==> config.mk <==
export PLATFORM = sky130hd
export DESIGN_NAME = pl_frame_scheduler
export DESIGN_NICKNAME = d
export VERILOG_FILES = /design/src/rtl/pl_frame_scheduler.sv
export SDC_FILE = /design/constraint.sdc
export NUM_CORES = 1
export LEC_CHECK = 0
export CAP_MARGIN = 5
export CORE_ASPECT_RATIO = 1.25
export CORE_MARGIN = 8
export CORE_UTILIZATION = 58
export CTS_BUF_LIST = sky130_fd_sc_hd__clkbuf_8
export DETAILED_ROUTE_END_ITERATION = 12
export PLACE_DENSITY_LB_ADDON = 0.1
export REMOVE_ABC_BUFFERS = 1
export SYNTH_ARGS = -nofsm -noshare
export SYNTH_HDL_FRONTEND = slang
export SYNTH_SLANG_ARGS = --single-unit
==> constraint.sdc <==
create_clock -name clk -period 4.71 [get_ports clk]
set_input_delay 0.471 -clock clk [delete_from_list [all_inputs] [get_ports clk]]
set_output_delay 0.471 -clock clk [all_outputs]
set_load 0.05 [all_outputs]
==> src/rtl/pl_frame_scheduler.sv <==
// pl_frame_scheduler
//   Sequencing controller for the DVB-S2 PL header generator and payload
//   symbol path. For each frame it accepts a descriptor, runs the header
//   generator, then paces payload reads slot by slot (90 symbols per slot).
//   When transmission is enabled and no descriptor is waiting, it emits a
//   dummy PLFRAME so the symbol stream never starves.
//
//   Build option: PILOT_INSERT_EN
//     defined   - 36-cycle pilot blocks are inserted after every 16th slot
//                 of pilot-flagged, non-dummy frames.
//     undefined - no pilot state; hdr_pls[6] is forced to 0.
//
// Ports
//   clk, rst       clock, synchronous active-high reset
//   tx_en          permits starting new frames (a running frame completes)
//   frm_valid/frm_ready/frm_pls/frm_slots   descriptor handshake
//   hdr_en, hdr_pls, hdr_ready              header generator interface
//   sym_sel        00 idle, 01 header, 10 payload, 11 pilot
//   pay_rd         one payload symbol consumed this cycle
//   slot_cnt       index of the current payload slot
//   frame_start    pulse in the first header cycle
//   frame_done     pulse in the single DONE cycle
//   dummy_active   current frame is a dummy frame
//   hdr_err        sticky header-timeout flag, cleared only by rst
//   state_dbg      current FSM state (IDLE=0, HDR=1, PAY=2, DONE=3, PILOT=4)
//
// Handshake: a descriptor transfers on a rising edge where
// frm_valid & frm_ready are both 1. frm_ready is high only in IDLE with
// tx_en set and never depends on frm_valid; the producer must hold
// frm_pls/frm_slots stable while frm_valid is high and not yet accepted.
`timescale 1ns/1ps
module pl_frame_scheduler #(
    parameter int MAX_SLOTS   = 360,
    parameter int HDR_TIMEOUT = 255,
    parameter int DUMMY_SLOTS = 36
) (
    input  logic       clk,
    input  logic       rst,
    input  logic       tx_en,
    input  logic       frm_valid,
    output logic       frm_ready,
    input  logic [6:0] frm_pls,
    input  logic [8:0] frm_slots,
    output logic       hdr_en,
    output logic [6:0] hdr_pls,
    input  logic       hdr_ready,
    output logic [1:0] sym_sel,
    output logic       pay_rd,
    output logic [8:0] slot_cnt,
    output logic       frame_start,
    output logic       frame_done,
    output logic       dummy_active,
    output logic       hdr_err,
    output logic [2:0] state_dbg
);

    localparam int              HCW        = $clog2(HDR_TIMEOUT + 1);
    localparam logic [8:0]      MAX_S      = 9'(MAX_SLOTS);
    localparam logic [8:0]      DUMMY_S    = 9'(DUMMY_SLOTS);
    localparam logic [HCW-1:0]  HDR_LAST   = HCW'(HDR_TIMEOUT - 1);
    localparam logic [HCW-1:0]  HDR_QUAL   = HCW'(2);
    localparam logic [6:0]      SYM_LAST   = 7'd89;
    localparam logic [6:0]      PILOT_LAST = 7'd35;

    typedef enum logic [2:0] {
        S_IDLE  = 3'd0,
        S_HDR   = 3'd1,
        S_PAY   = 3'd2,
        S_DONE  = 3'd3
`ifdef PILOT_INSERT_EN
        ,
        S_PILOT = 3'd4
`endif
    } state_t;

    state_t         state_q, state_d;
    logic [6:0]     pls_q;
    logic [8:0]     slots_q;
    logic [HCW-1:0] hdr_cnt_q;
    logic [6:0]     sym_cnt_q;   // payload symbol index, reused as pilot cycle index
    logic [8:0]     slot_q;
    logic           dummy_q;
    logic           err_q;

    logic last_sym;
    logic last_slot;
`ifdef PILOT_INSERT_EN
    logic pilot_due;
`endif

    function automatic logic [8:0] clamp_slots(input logic [8:0] s);
        if (s == 9'd0)
            return 9'd1;
        else if (s > MAX_S)
            return MAX_S;
        else
            return s;
    endfunction

    assign last_sym  = (sym_cnt_q == SYM_LAST);
    assign last_slot = (slot_q == slots_q - 9'd1);
`ifdef PILOT_INSERT_EN
    // slot_cnt + 1 is a multiple of 16 exactly when the low nibble is all ones.
    assign pilot_due = (slot_q[3:0] == 4'hF) && pls_q[6] && !dummy_q;
    assign hdr_pls   = pls_q;
`else
    assign hdr_pls   = pls_q & 7'h3F;
`endif

    assign slot_cnt     = slot_q;
    assign dummy_active = dummy_q;
    assign hdr_err      = err_q;
    assign state_dbg    = state_q;

    always_comb begin
        state_d     = state_q;
        frm_ready   = 1'b0;
        hdr_en      = 1'b0;
        sym_sel     = 2'b00;
        pay_rd      = 1'b0;
        frame_start = 1'b0;
        frame_done  = 1'b0;
        case (state_q)
            S_IDLE: begin
                frm_ready = tx_en;
                if (tx_en)
                    state_d = S_HDR;
            end
            S_HDR: begin
                hdr_en      = 1'b1;
                sym_sel     = 2'b01;
                frame_start = (hdr_cnt_q == '0);
                // The first two cycles may still see the previous frame's ready.
                if (hdr_ready && hdr_cnt_q >= HDR_QUAL)
                    state_d = S_PAY;
                else if (hdr_cnt_q == HDR_LAST)
                    state_d = S_DONE;
            end
            S_PAY: begin
                pay_rd  = 1'b1;
                sym_sel = 2'b10;
                if (last_sym) begin
                    if (last_slot)
                        state_d = S_DONE;
`ifdef PILOT_INSERT_EN
                    else if (pilot_due)
                        state_d = S_PILOT;
`endif
                end
            end
`ifdef PILOT_INSERT_EN
            S_PILOT: begin
                sym_sel = 2'b11;
                if (sym_cnt_q == PILOT_LAST)
                    state_d = S_PAY;
            end
`endif
            S_DONE: begin
                frame_done = 1'b1;
                state_d    = S_IDLE;
            end
            default: state_d = S_IDLE;
        endcase
    end

    always_ff @(posedge clk) begin
        if (rst) begin
            state_q   <= S_IDLE;
            pls_q     <= '0;
            slots_q   <= '0;
            hdr_cnt_q <= '0;
            sym_cnt_q <= '0;
            slot_q    <= '0;
            dummy_q   <= 1'b0;
            err_q     <= 1'b0;
        end else begin
            state_q <= state_d;
            case (state_q)
                S_IDLE: begin
                    hdr_cnt_q <= '0;
                    sym_cnt_q <= '0;
                    if (tx_en) begin
                        if (frm_valid) begin
                            pls_q   <= frm_pls;
                            slots_q <= clamp_slots(frm_slots);
                            dummy_q <= 1'b0;
                        end else begin
                            pls_q   <= 7'd0;
                            slots_q <= DUMMY_S;
                            dummy_q <= 1'b1;
                        end
                    end
                end
                S_HDR: begin
                    hdr_cnt_q <= hdr_cnt_q + 1'b1;
                    if (state_d == S_DONE)
                        err_q <= 1'b1;
                end
                S_PAY: begin
                    if (last_sym) begin
                        sym_cnt_q <= '0;
                        // slot_cnt holds N-1 through DONE; DONE clears it.
                        if (!last_slot)
                            slot_q <= slot_q + 9'd1;
                    end else begin
                        sym_cnt_q <= sym_cnt_q + 7'd1;
                    end
                end
`ifdef PILOT_INSERT_EN
                S_PILOT: begin
                    sym_cnt_q <= (sym_cnt_q == PILOT_LAST) ? 7'd0 : sym_cnt_q + 7'd1;
                end
`endif
                S_DONE: begin
                    dummy_q <= 1'b0;
                    slot_q  <= '0;
                end
                default: ;
            endcase
        end
    end

endmodule

### Yosys cells after proc, flatten, opt, wreduce, memory -nomap -nowiden

Cells that the tools add are included.

| word-level totals | value |
|---|---|
| register bits after elaboration | 44 |
| input port bits | 21 |
| output and inout port bits | 28 |
| logic and storage cells | 61 |

| operators by class | value |
|---|---|
| $add $sub $neg | 4 |
| magnitude comparators | 2 |
| eq/ne operators | 10 |
| mux-type cells | 25 |
| reductions and logical operators | 12 |

Operators with widths:

| cell | count |
|---|---|
| $mux W9 | 5 |
| $pmux W9 S2 | 1 |
| $pmux W8 S2 | 1 |
| $mux W3 | 5 |
| $pmux W7 S2 | 1 |
| $add A9 B1 Y9 const B | 1 |
| $eq A3 B2 Y1 const B | 3 |
| $eq A9 B9 Y1 | 1 |
| $gt A9 B9 Y1 const B | 1 |
| $logic_not A9 Y1 | 1 |
| $pmux W3 S3 | 1 |
| $sub A9 B1 Y9 const B | 1 |
| $add A8 B1 Y8 const B | 1 |
| $eq A8 B8 Y1 const B | 1 |
| $ge A8 B2 Y1 const B | 1 |
| $logic_not A8 Y1 | 1 |
| $reduce_bool A2 Y1 | 4 |
| $add A7 B1 Y7 const B | 1 |
| $eq A7 B7 Y1 const B | 1 |
| $mux W1 | 7 |
| $mux W7 | 1 |
| $mux W6 | 1 |
| $ne A2 B2 Y1 const B | 3 |
| $reduce_and A2 Y1 | 3 |
| other kinds (6) | 6 |

### Depth between registers and ports, before layout

Gate-level depths: netlist (run 1).

| depth | value |
|---|---|
| depth after elaboration | 7 |
| depth in mapped cells | 9 |
| gate-level depth less buffers | 8 |

### Worst setup path before layout (run 1)

Ideal clock, no wire load.

| path | value |
|---|---|
| path type | register to output |
| start point | reg state_q[2], in the netlist state_dbg[2] |
| end point | out frame_start |
| arrival time | 2.240 ns |
| required time | 4.239 ns |
| path slack | 1.999 ns |
| stages on the path, launching flop included | 6 |
| cell sequence | dfxtp_1 -> nor2_1 -> nand2_1 -> inv_1 -> nand2_1 -> nor2_1 |

| between the ends | value |
|---|---|
| longest elaborated chain between the ends | 2 |

RTL lines:

| what | RTL line | source |
|---|---|---|
| from (decl) | 76 | `state_t state_q, state_d;` |
| from (signal assigned) | 177 | `state_q <= state_d;` |
| $eq A3 B1 Y1 | 123 | `case (state_q)` |
| $mux W1 | 123 |  |
| to (decl) | 50 | `output logic frame_start,` |

No other way between the ends.

### Worst setup path after layout (run 1)

| path | value |
|---|---|
| start point | reg state_q[0], in the netlist state_dbg[0] |
| end point | out frm_ready |

| between the ends | value |
|---|---|
| longest elaborated chain between the ends | 2 |

RTL lines:

| what | RTL line | source |
|---|---|---|
| $logic_not A3 Y1 | 123 |  |
| $mux W1 | 123 |  |
| to (decl) | 41 | `output logic frm_ready,` |

No other way between the ends.

==> results of run 1 <==
==> metrics by stage <==
| step | std cells | setup WS [ns] | utilization [%] | hold WS (ns) | cell area (um^2) |
|---|---|---|---|---|---|
| 2_1_floorplan | 310 | 1.96 | - | 0.442 | 2480 |
| 3_3_place_gp | 417 | 1.80 | 70.3 | 0.437 | 3040 |
| 3_5_place_dp | 417 | 1.77 | 70.3 | 0.445 | 3040 |
| 4_1_cts | 425 | 1.57 | 73.1 | 0.458 | 3160 |
| 5_1_grt | 425 | 1.40 | 73.1 | 0.484 | 3160 |
| 6_report | 425 | 1.58 | 73.1 | 0.459 | 3160 |
==> area by class of cell <==
class | instances | area [um^2] | share of cell area [%]
Multi-Input combinational cell | 251 | 1550 | 49.0
Inverter | 15 | 56.3 | 1.78
Timing Repair Buffer | 49 | 483 | 15.3
Clock inverter | 2 | 38.8 | 1.23
Tap cell | 58 | 72.6 | 2.30
Sequential cell | 44 | 881 | 27.9
Clock buffer | 6 | 82.6 | 2.61
==> power groups by stage <==
stage / clock (uW) / combinational [uW] / sequential [uW]
after floorplan: 0 / 56.9 / 403
after global placement: 0 / 111 / 393
after detailed placement: 0 / 113 / 394
after CTS: 311 / 113 / 385
after global routing: 323 / 123 / 387
final: 307 / 114 / 385
==> cells in the final DEF, fill, tap and decap left out, types with 2 or more instances in the layout <==
cell type / instances
a211o_1: 2
a32oi_1: 2
dfxtp_1: 44
o32ai_1: 3
nand3_1: 20
conb_1: 2
nand2b_1: 9
or4_1: 4
nor2b_1: 3
a31oi_1: 2
o21ai_0: 12
nor2_1: 35
clkdlybuf4s50_1: 46
nor3_1: 9
a2111oi_4: 2
or2_2: 3
nand2_1: 43
a311oi_1: 4
nand3b_1: 5
nor4_1: 2
or3_1: 3
nand4_1: 6
inv_1: 15
o211ai_1: 2
xnor2_1: 6
a21oi_1: 26
and2_1: 2
mux2i_1: 6
clkbuf_8: 6
and3_1: 2
buf_4: 3
ha_1: 7
a211oi_1: 2
==> logic make-up (layout without fill, tap and decap cells) <==
| kind of cell | Yosys count | count (layout) | share of synthesized area [%] |
|---|---|---|---|
| and+or+nand+nor | 153 | 153 | 29.5 |
| DFF | 44 | 44 | 34.4 |
| adders and majority gates | 7 | 7 | 3.42 |
| muxes | 6 | 6 | 2.34 |
| xor gates and xnor gates | 8 | 8 | 3.27 |
| AOI/OAI and AO/OA | 75 | 75 | 21.5 |
| other | 1 | 2 | 0.146 |
| buffers and inverters | 30 | 72 | 5.37 |
==> per-layer routing <==
metal	part of all wire, %	routed length [um]
met1	41	2510
met3	4.8	297
met2	53	3250
met5	0	0
met4	1.3	78
==> how the worst min path moves through the flow <==
stage	start	endpoint	cells after the start
after floorplan	sym_cnt_q[6]$_SDFFE_PP0P_	sym_cnt_q[6]$_SDFFE_PP0P_	1
after global placement	pls_q[3]$_SDFFE_PP0P_	pls_q[3]$_SDFFE_PP0P_	2
after detailed placement	pls_q[0]$_SDFFE_PP0P_	pls_q[0]$_SDFFE_PP0P_	2
after CTS	pls_q[0]$_SDFFE_PP0P_	pls_q[0]$_SDFFE_PP0P_	2
after global routing	pls_q[3]$_SDFFE_PP0P_	pls_q[3]$_SDFFE_PP0P_	2
final	pls_q[0]$_SDFFE_PP0P_	pls_q[0]$_SDFFE_PP0P_	2
==> sequential cells by signal, indices dropped and copies added (netlist names) <==
signal        cells
state_dbg         3
slot_cnt          9
sym_cnt_q         7
slots_q           9
hdr_cnt_q         8
dummy_active      1
pls_q             6
hdr_err           1
==> worst max-delay path, cell delays in order (launching register included) <==
cell and delay (ns):
dfxtp_1 0.45, nor2_1 0.33, nand3b_1 0.12, buf_4 0.21, inv_1 0.33, clkdlybuf4s50_1 0.89
==> qor.csv, run 1 <==
stage;metric;value;unit
global_routing;grt ovf;0;
cts;CTS Buf Count;5;
power_and_ir_drop;clock network power share;38.1;%
global_routing;antenna violations before repair;0;
finish;P&R area growth vs syn;23.4;%
yosys;Post-Syn Instances;324;
floorplan;row count;27;
yosys;cell with the most instances after synthesis;dfxtp_1;
cts;CTS Buffer Depth;2;
cts;CTS Hold Bufs;0;
detailed_routing;Vias per Instance;5.76;
sta;fmax;320;MHz
global_routing;M1 GR Usage;19.9;%
sta;Max-slew headroom;36.1;%
setup_path;startpoint type of the worst setup path;register;
power_and_ir_drop;Logic pwr share;14.1;%
finish;# nets final;394;
floorplan;Die Area;6810;um^2
sta;RSZ-0062 raised after global routing;no;
cts;Sinks on Clock Net;44;
yosys;Yosys Warn Count;0;
yosys;most instantiated cells after synthesis;dfxtp_1 (44), nand2_1 (43), nor2_1 (35);
global_routing;GRT Util Overall;19.1;%
yosys;post-synth top area share;34.4;%
floorplan;DIE HEIGHT;90.3;um
sta;clk_skew;0.0103;ns
setup_path;reg2reg setup slack;1.77;ns
floorplan;initial cell density of the core;59.3;%
cts;postcts setup bufs;0;
yosys;leading area contributor after synthesis;dfxtp_1;
global_routing;largest net degree at the start of global routing;39;
yosys;top post-synthesis cells by area;dfxtp_1 (34%), nand2_1 (6.3%), nor2_1 (5.1%), a21oi_1 (5.1%), nand3_1 (3.9%);
yosys;Synth Register Bits;44;
finish;layout cells sized above 1;6.81;%
detailed_routing;drt total wl;6140;um
placement;GPL Wtd Cong;0.831;
power_and_ir_drop;switching part of the total;25.8;%
power_and_ir_drop;Flop pwr share;47.8;%
detailed_routing;wire per inst;14.4;um
setup_path;critical path class;register to output port;
setup_path;worst-case reg-to-reg path depth;8;
sta;Worst Max-Slew Pin Slew;0.953;ns
detailed_routing;routed vias;2450;
setup_path;Worst Setup SP;state_dbg[0]$_SDFF_PP0_;
global_routing;met3 usage;5.44;%
setup_path;worst-path maximum fanout;15;
yosys;sequential share of the synthesized area;34.4;%
sta;setup_tns;0;ns
finish;Ant. Diodes;0;
yosys;number of flops mapped to enable cells by yosys;0;
detailed_routing;TritonRoute pass-1 iters;5;
global_routing;vias in the first global route;2465;
cts;H-tree depth;2;
global_routing;GRT met2 Usage;34.2;%
setup_path;Worst EP required;4.24;ns
placement;post-DP HPWL;4530;um
power_and_ir_drop;total power;806;uW
detailed_routing;# DRC;0;
global_routing;gr busiest metal;met2;
yosys;Primary FF master, synth;dfxtp_1;
sta;endpoints failing hold;0;
power_and_ir_drop;P_sw;208;uW
cts;post-cts resize count;0;
yosys;Post-synth ARST share;0;%
outcome;status;complete, no violations;
flow_run;max cap viols;0;
floorplan;IO Pins;49;
sta;# setup viols final;0;
setup_path;crit path DAT;2.65;ns
yosys;Unique masters post-synth;63;
placement;# port buffers;46;
yosys;Syn Area/Cell;7.91;um^2
floorplan;core box area;4320;um^2
cts;clk_lat worst skew;0.30;ns
setup_path;CP endpoint kind;output port;
worst_hold_path;worst min-delay path class;register to register;
power_and_ir_drop;internal power;598;uW
power_and_ir_drop;PwrDens;255;nW/um^2
power_and_ir_drop;leakage;0.00110;uW
yosys;Syn Std Cell Area;2560;um^2
finish;fill count;389;
detailed_routing;remaining antenna violation count;0;
floorplan;chip width;75.5;um
setup_path;RR Endpoint;state_dbg[0]$_SDFF_PP0_;
sta;Tmin final;3.13;ns
setup_path;r2r startpoint;slots_q[0]$_SDFFE_PP0P_;
power_and_ir_drop;peak supply drop;0.199;mV
cts;clk slew on worst S/H paths;0.09;ns
global_routing;first-pass GRT wire length;10600;um
sta;period utilization;66.4;%
cts;Root Buffer Master;clkbuf_8;
setup_path;Critical Path End;frm_ready;
detailed_routing;initial DRC count;102;
cts;CTS tree;done;
sta;max-slew violations;0;
No activity file was read; power rests on OpenSTA's default activity.
==> inputs of run 2 (changes only) <==
--- a/config.mk
+++ b/config.mk
@@ -8,7 +8,7 @@
 export CAP_MARGIN = 5
 export CORE_ASPECT_RATIO = 1.25
 export CORE_MARGIN = 8
-export CORE_UTILIZATION = 58
+export CORE_UTILIZATION = 54
 export CTS_BUF_LIST = sky130_fd_sc_hd__clkbuf_8
 export DETAILED_ROUTE_END_ITERATION = 12
 export PLACE_DENSITY_LB_ADDON = 0.1
==> constraint.sdc (replaced) <==
create_clock -name clk -period 2.95 [get_ports clk]
set_input_delay 0.295 -clock clk [delete_from_list [all_inputs] [get_ports clk]]
set_output_delay 0.295 -clock clk [all_outputs]
set_load 0.05 [all_outputs]
==> run 2 against run 1 <==
Compared with the run above: critical path depth grew 4; clock power grew 45%; clock skew shrank 0.0038 ns; first-iteration DRC count grew 22%; worst setup slack lost 1.2 ns; global-route usage shrank 1.8 points; count of clock-buffer cells in the layout shrank 1; cell area grew 0.75%; flip-flop and latch count is the same; cell count grew 1.6%; sequential power grew 59%; largest cell class unchanged.
==> qor.csv, run 2 (synthesis gave the netlist of run 1 again) <==
stage;metric;value;unit;change
detailed_routing;drt total wl;6040;um;was 6140 um
global_routing;GRT Util Overall;17.3;%;was 19.1%
floorplan;IO Pins;49;;unchanged
sta;# setup viols final;0;;unchanged
cts;CTS Buffer Depth;2;;unchanged
placement;# port buffers;46;;unchanged
placement;GPL Wtd Cong;0.869;;was 0.831
floorplan;chip width;77.6;um;was 75.5 um
setup_path;Crit path max-delay family;compound AO/OA/AOI/OAI gates;;was buffers and inverters
detailed_routing;wire per inst;14.0;um;was 14.4 um
flow_run;max cap viols;0;;unchanged
setup_path;Levels on crit path;9;;was 5
sta;RSZ-0062 raised after global routing;no;;unchanged
floorplan;core box area;4660;um^2;was 4320 um^2
power_and_ir_drop;peak supply drop;0.364;mV;was 0.199 mV
finish;P&R area growth vs syn;24.3;%;was 23.4%
setup_path;crit path buf inv count;2;;was 3
power_and_ir_drop;PwrDens;390;nW/um^2;was 255 nW/um^2
power_and_ir_drop;clock network power share;35.9;%;was 38.1%
sta;endpoints failing hold;0;;unchanged
cts;CTS Buf Count;5;;unchanged
detailed_routing;Vias per Instance;5.66;;was 5.76
global_routing;grt ovf;0;;unchanged
power_and_ir_drop;Logic pwr share;14.7;%;was 14.1%
detailed_routing;remaining antenna violation count;0;;unchanged
sta;fmax;390;MHz;
finish;Post-Layout Inst Area;3190;um^2;was 3160 um^2
placement;Setup WS pre-CTS;0.404;ns;was 1.77 ns
finish;leading cell type in the layout, fill and taps excluded;clkdlybuf4s50_1;;unchanged
worst_hold_path;worst min-delay path class;register to register;;unchanged
setup_path;worst-case reg-to-reg path depth;9;;was 8
setup_path;Worst EP required;3.12;ns;was 4.24 ns
cts;H-tree depth;2;;unchanged
floorplan;Die Area;7220;um^2;was 6810 um^2
cts;CTS tree;done;;unchanged
finish;# nets final;399;;was 394
detailed_routing;initial DRC count;124;;was 102
placement;placed cells;424;;was 417
sta;period utilization;86.9;%;
cts;Root Buffer Master;clkbuf_8;;unchanged
sta;setup_tns;0;ns;unchanged
sta;Tmin final;2.56;ns;
floorplan;row count;28;;was 27
cts;postcts setup bufs;0;;unchanged
power_and_ir_drop;total power;1240;uW;was 806 uW
setup_path;CP max stage delay;0.44;ns;was 0.89 ns
floorplan;initial cell density of the core;55.0;%;was 59.3%
cts;clk_lat worst skew;0.30;ns;about the same
global_routing;antenna violations before repair;0;;unchanged
power_and_ir_drop;internal power;927;uW;was 598 uW
setup_path;CP endpoint kind;register;;was output port
placement;post-DP HPWL;4550;um;was 4530 um
worst_hold_path;Worst Hold Depth;2;;unchanged
cts;CTS Hold Bufs;0;;unchanged
setup_path;Critical Path Slowest Stage Cell;dfxtp_1;;was clkdlybuf4s50_1
setup_path;Cell Chain, Critical Path;inv_1 -> ha_1 -> nor2b_1 -> or3_1 -> a31o_2 -> a211oi_2 -> buf_4 -> a2111oi_1 -> mux2i_1;;was nor2_1 -> nand3b_1 -> buf_4 -> inv_1 -> clkdlybuf4s50_1
detailed_routing;# DRC;0;;unchanged
cts;Sinks on Clock Net;44;;unchanged
power_and_ir_drop;leakage;0.00112;uW;was 0.00110 uW
finish;most frequent cells in the layout;clkdlybuf4s50_1 (45), dfxtp_1 (44), nand2_1 (43), nor2_1 (35), a21oi_1 (26);;was clkdlybuf4s50_1 (46), dfxtp_1 (44), nand2_1 (43), nor2_1 (35), a21oi_1 (26)
placement;placed instance area;3080;um^2;was 3040 um^2
cts;post-cts resize count;0;;unchanged
global_routing;vias in the first global route;2309;;was 2465
detailed_routing;routed vias;2444;;was 2450
sta;final worst setup slack;0.385;ns;was 1.58 ns
power_and_ir_drop;switching part of the total;25.4;%;was 25.8%
setup_path;critical path class;register to register;;was register to output port
finish;Finished Layout Cells;432;;was 425
global_routing;largest net degree at the start of global routing;38;;was 39
sta;clk_skew;0.00653;ns;was 0.0103 ns
global_routing;first-pass GRT wire length;10500;um;was 10600 um
cts;clk slew on worst S/H paths;0.08;ns;was 0.09 ns
floorplan;DIE HEIGHT;93.0;um;was 90.3 um
sta;max-slew violations;0;;unchanged
power_and_ir_drop;Flop pwr share;49.4;%;was 47.8%
setup_path;startpoint type of the worst setup path;register;;unchanged
power_and_ir_drop;P_sw;316;uW;was 208 uW
sta;Max-slew headroom;35.9;%;was 36.1%
finish;Ant. Diodes;0;;unchanged
finish;layout cells sized above 1;8.06;%;was 6.81%
detailed_routing;TritonRoute pass-1 iters;4;;was 5
sta;Worst Max-Slew Pin Slew;0.955;ns;was 0.953 ns
outcome;status;complete, no violations;;unchanged
setup_path;worst-path maximum fanout;9;;was 15
setup_path;crit path DAT;2.73;ns;was 2.65 ns
finish;fill count;402;;was 389
==> run 2: cell count changes in the layout (fill, tap and decap cells not counted), sizes merged <==
cell / delta
clkbuf: -1
inv: +1
buf: +6
clkdlybuf4s50: -1
==> run 2: per-stage QoR <==
step           hold WS (ns)  utilization, %
3_5_place_dp          0.450            66.1
4_1_cts               0.461            68.4
5_1_grt               0.477            68.4
2_1_floorplan         0.364               -
6_report              0.455            68.4
3_3_place_gp          0.438            66.1
==> run 2: tightest hold or removal path: stages, from the launching register on <==
cell and delay, ns:
dfxtp_1 0.31, nand2_1 0.05, a21oi_1 0.05
==> run 2: area by class of cell <==
cell class | instances | area, um^2 | share of cell area, %
multi-input cells | 251 | 1550 | 48.6
flip-flops and latches | 44 | 881 | 27.7
repair buffers | 54 | 518 | 16.3
well taps | 60 | 75.1 | 2.36
clock buffers | 5 | 68.8 | 2.16
inverters | 15 | 56.3 | 1.77
clock inverters | 3 | 38.8 | 1.22
==> run 2: per-layer routing <==
| metal | vias up | track usage, % | wire length, um |
|---|---|---|---|
| li1 | 1261 | - | - |
| met1 | 1135 | 20.1 | 2640 |
| met2 | 37 | 30.0 | 3080 |
| met3 | 11 | 4.22 | 200 |
| met4 | 0 | 6.15 | 110 |
| met5 | - | 0 | 0 |
==> run 2: worst paths after layout <==
| kind | end | startpoint | slack, ns |
|---|---|---|---|
| setup reg to reg | slot_cnt[6]$_SDFFE_PP0P_ | slots_q[0]$_SDFFE_PP0P_ | 0.39 |
| setup / recovery | slot_cnt[6]$_SDFFE_PP0P_ | slots_q[0]$_SDFFE_PP0P_ | 0.39 |
| hold / removal | pls_q[3]$_SDFFE_PP0P_ | pls_q[3]$_SDFFE_PP0P_ | 0.46 |
| hold reg to reg | pls_q[3]$_SDFFE_PP0P_ | pls_q[3]$_SDFFE_PP0P_ | 0.46 |
==> run 2: power by group through the flow <==
stage / Sequential, uW / Combinational, uW / Clock [uW]
global route: 616 / 202 / 480
detailed placement: 628 / 183 / 0
global placement: 627 / 181 / 0
finish: 614 / 183 / 446
floorplan: 643 / 90.8 / 0
CTS: 614 / 183 / 459
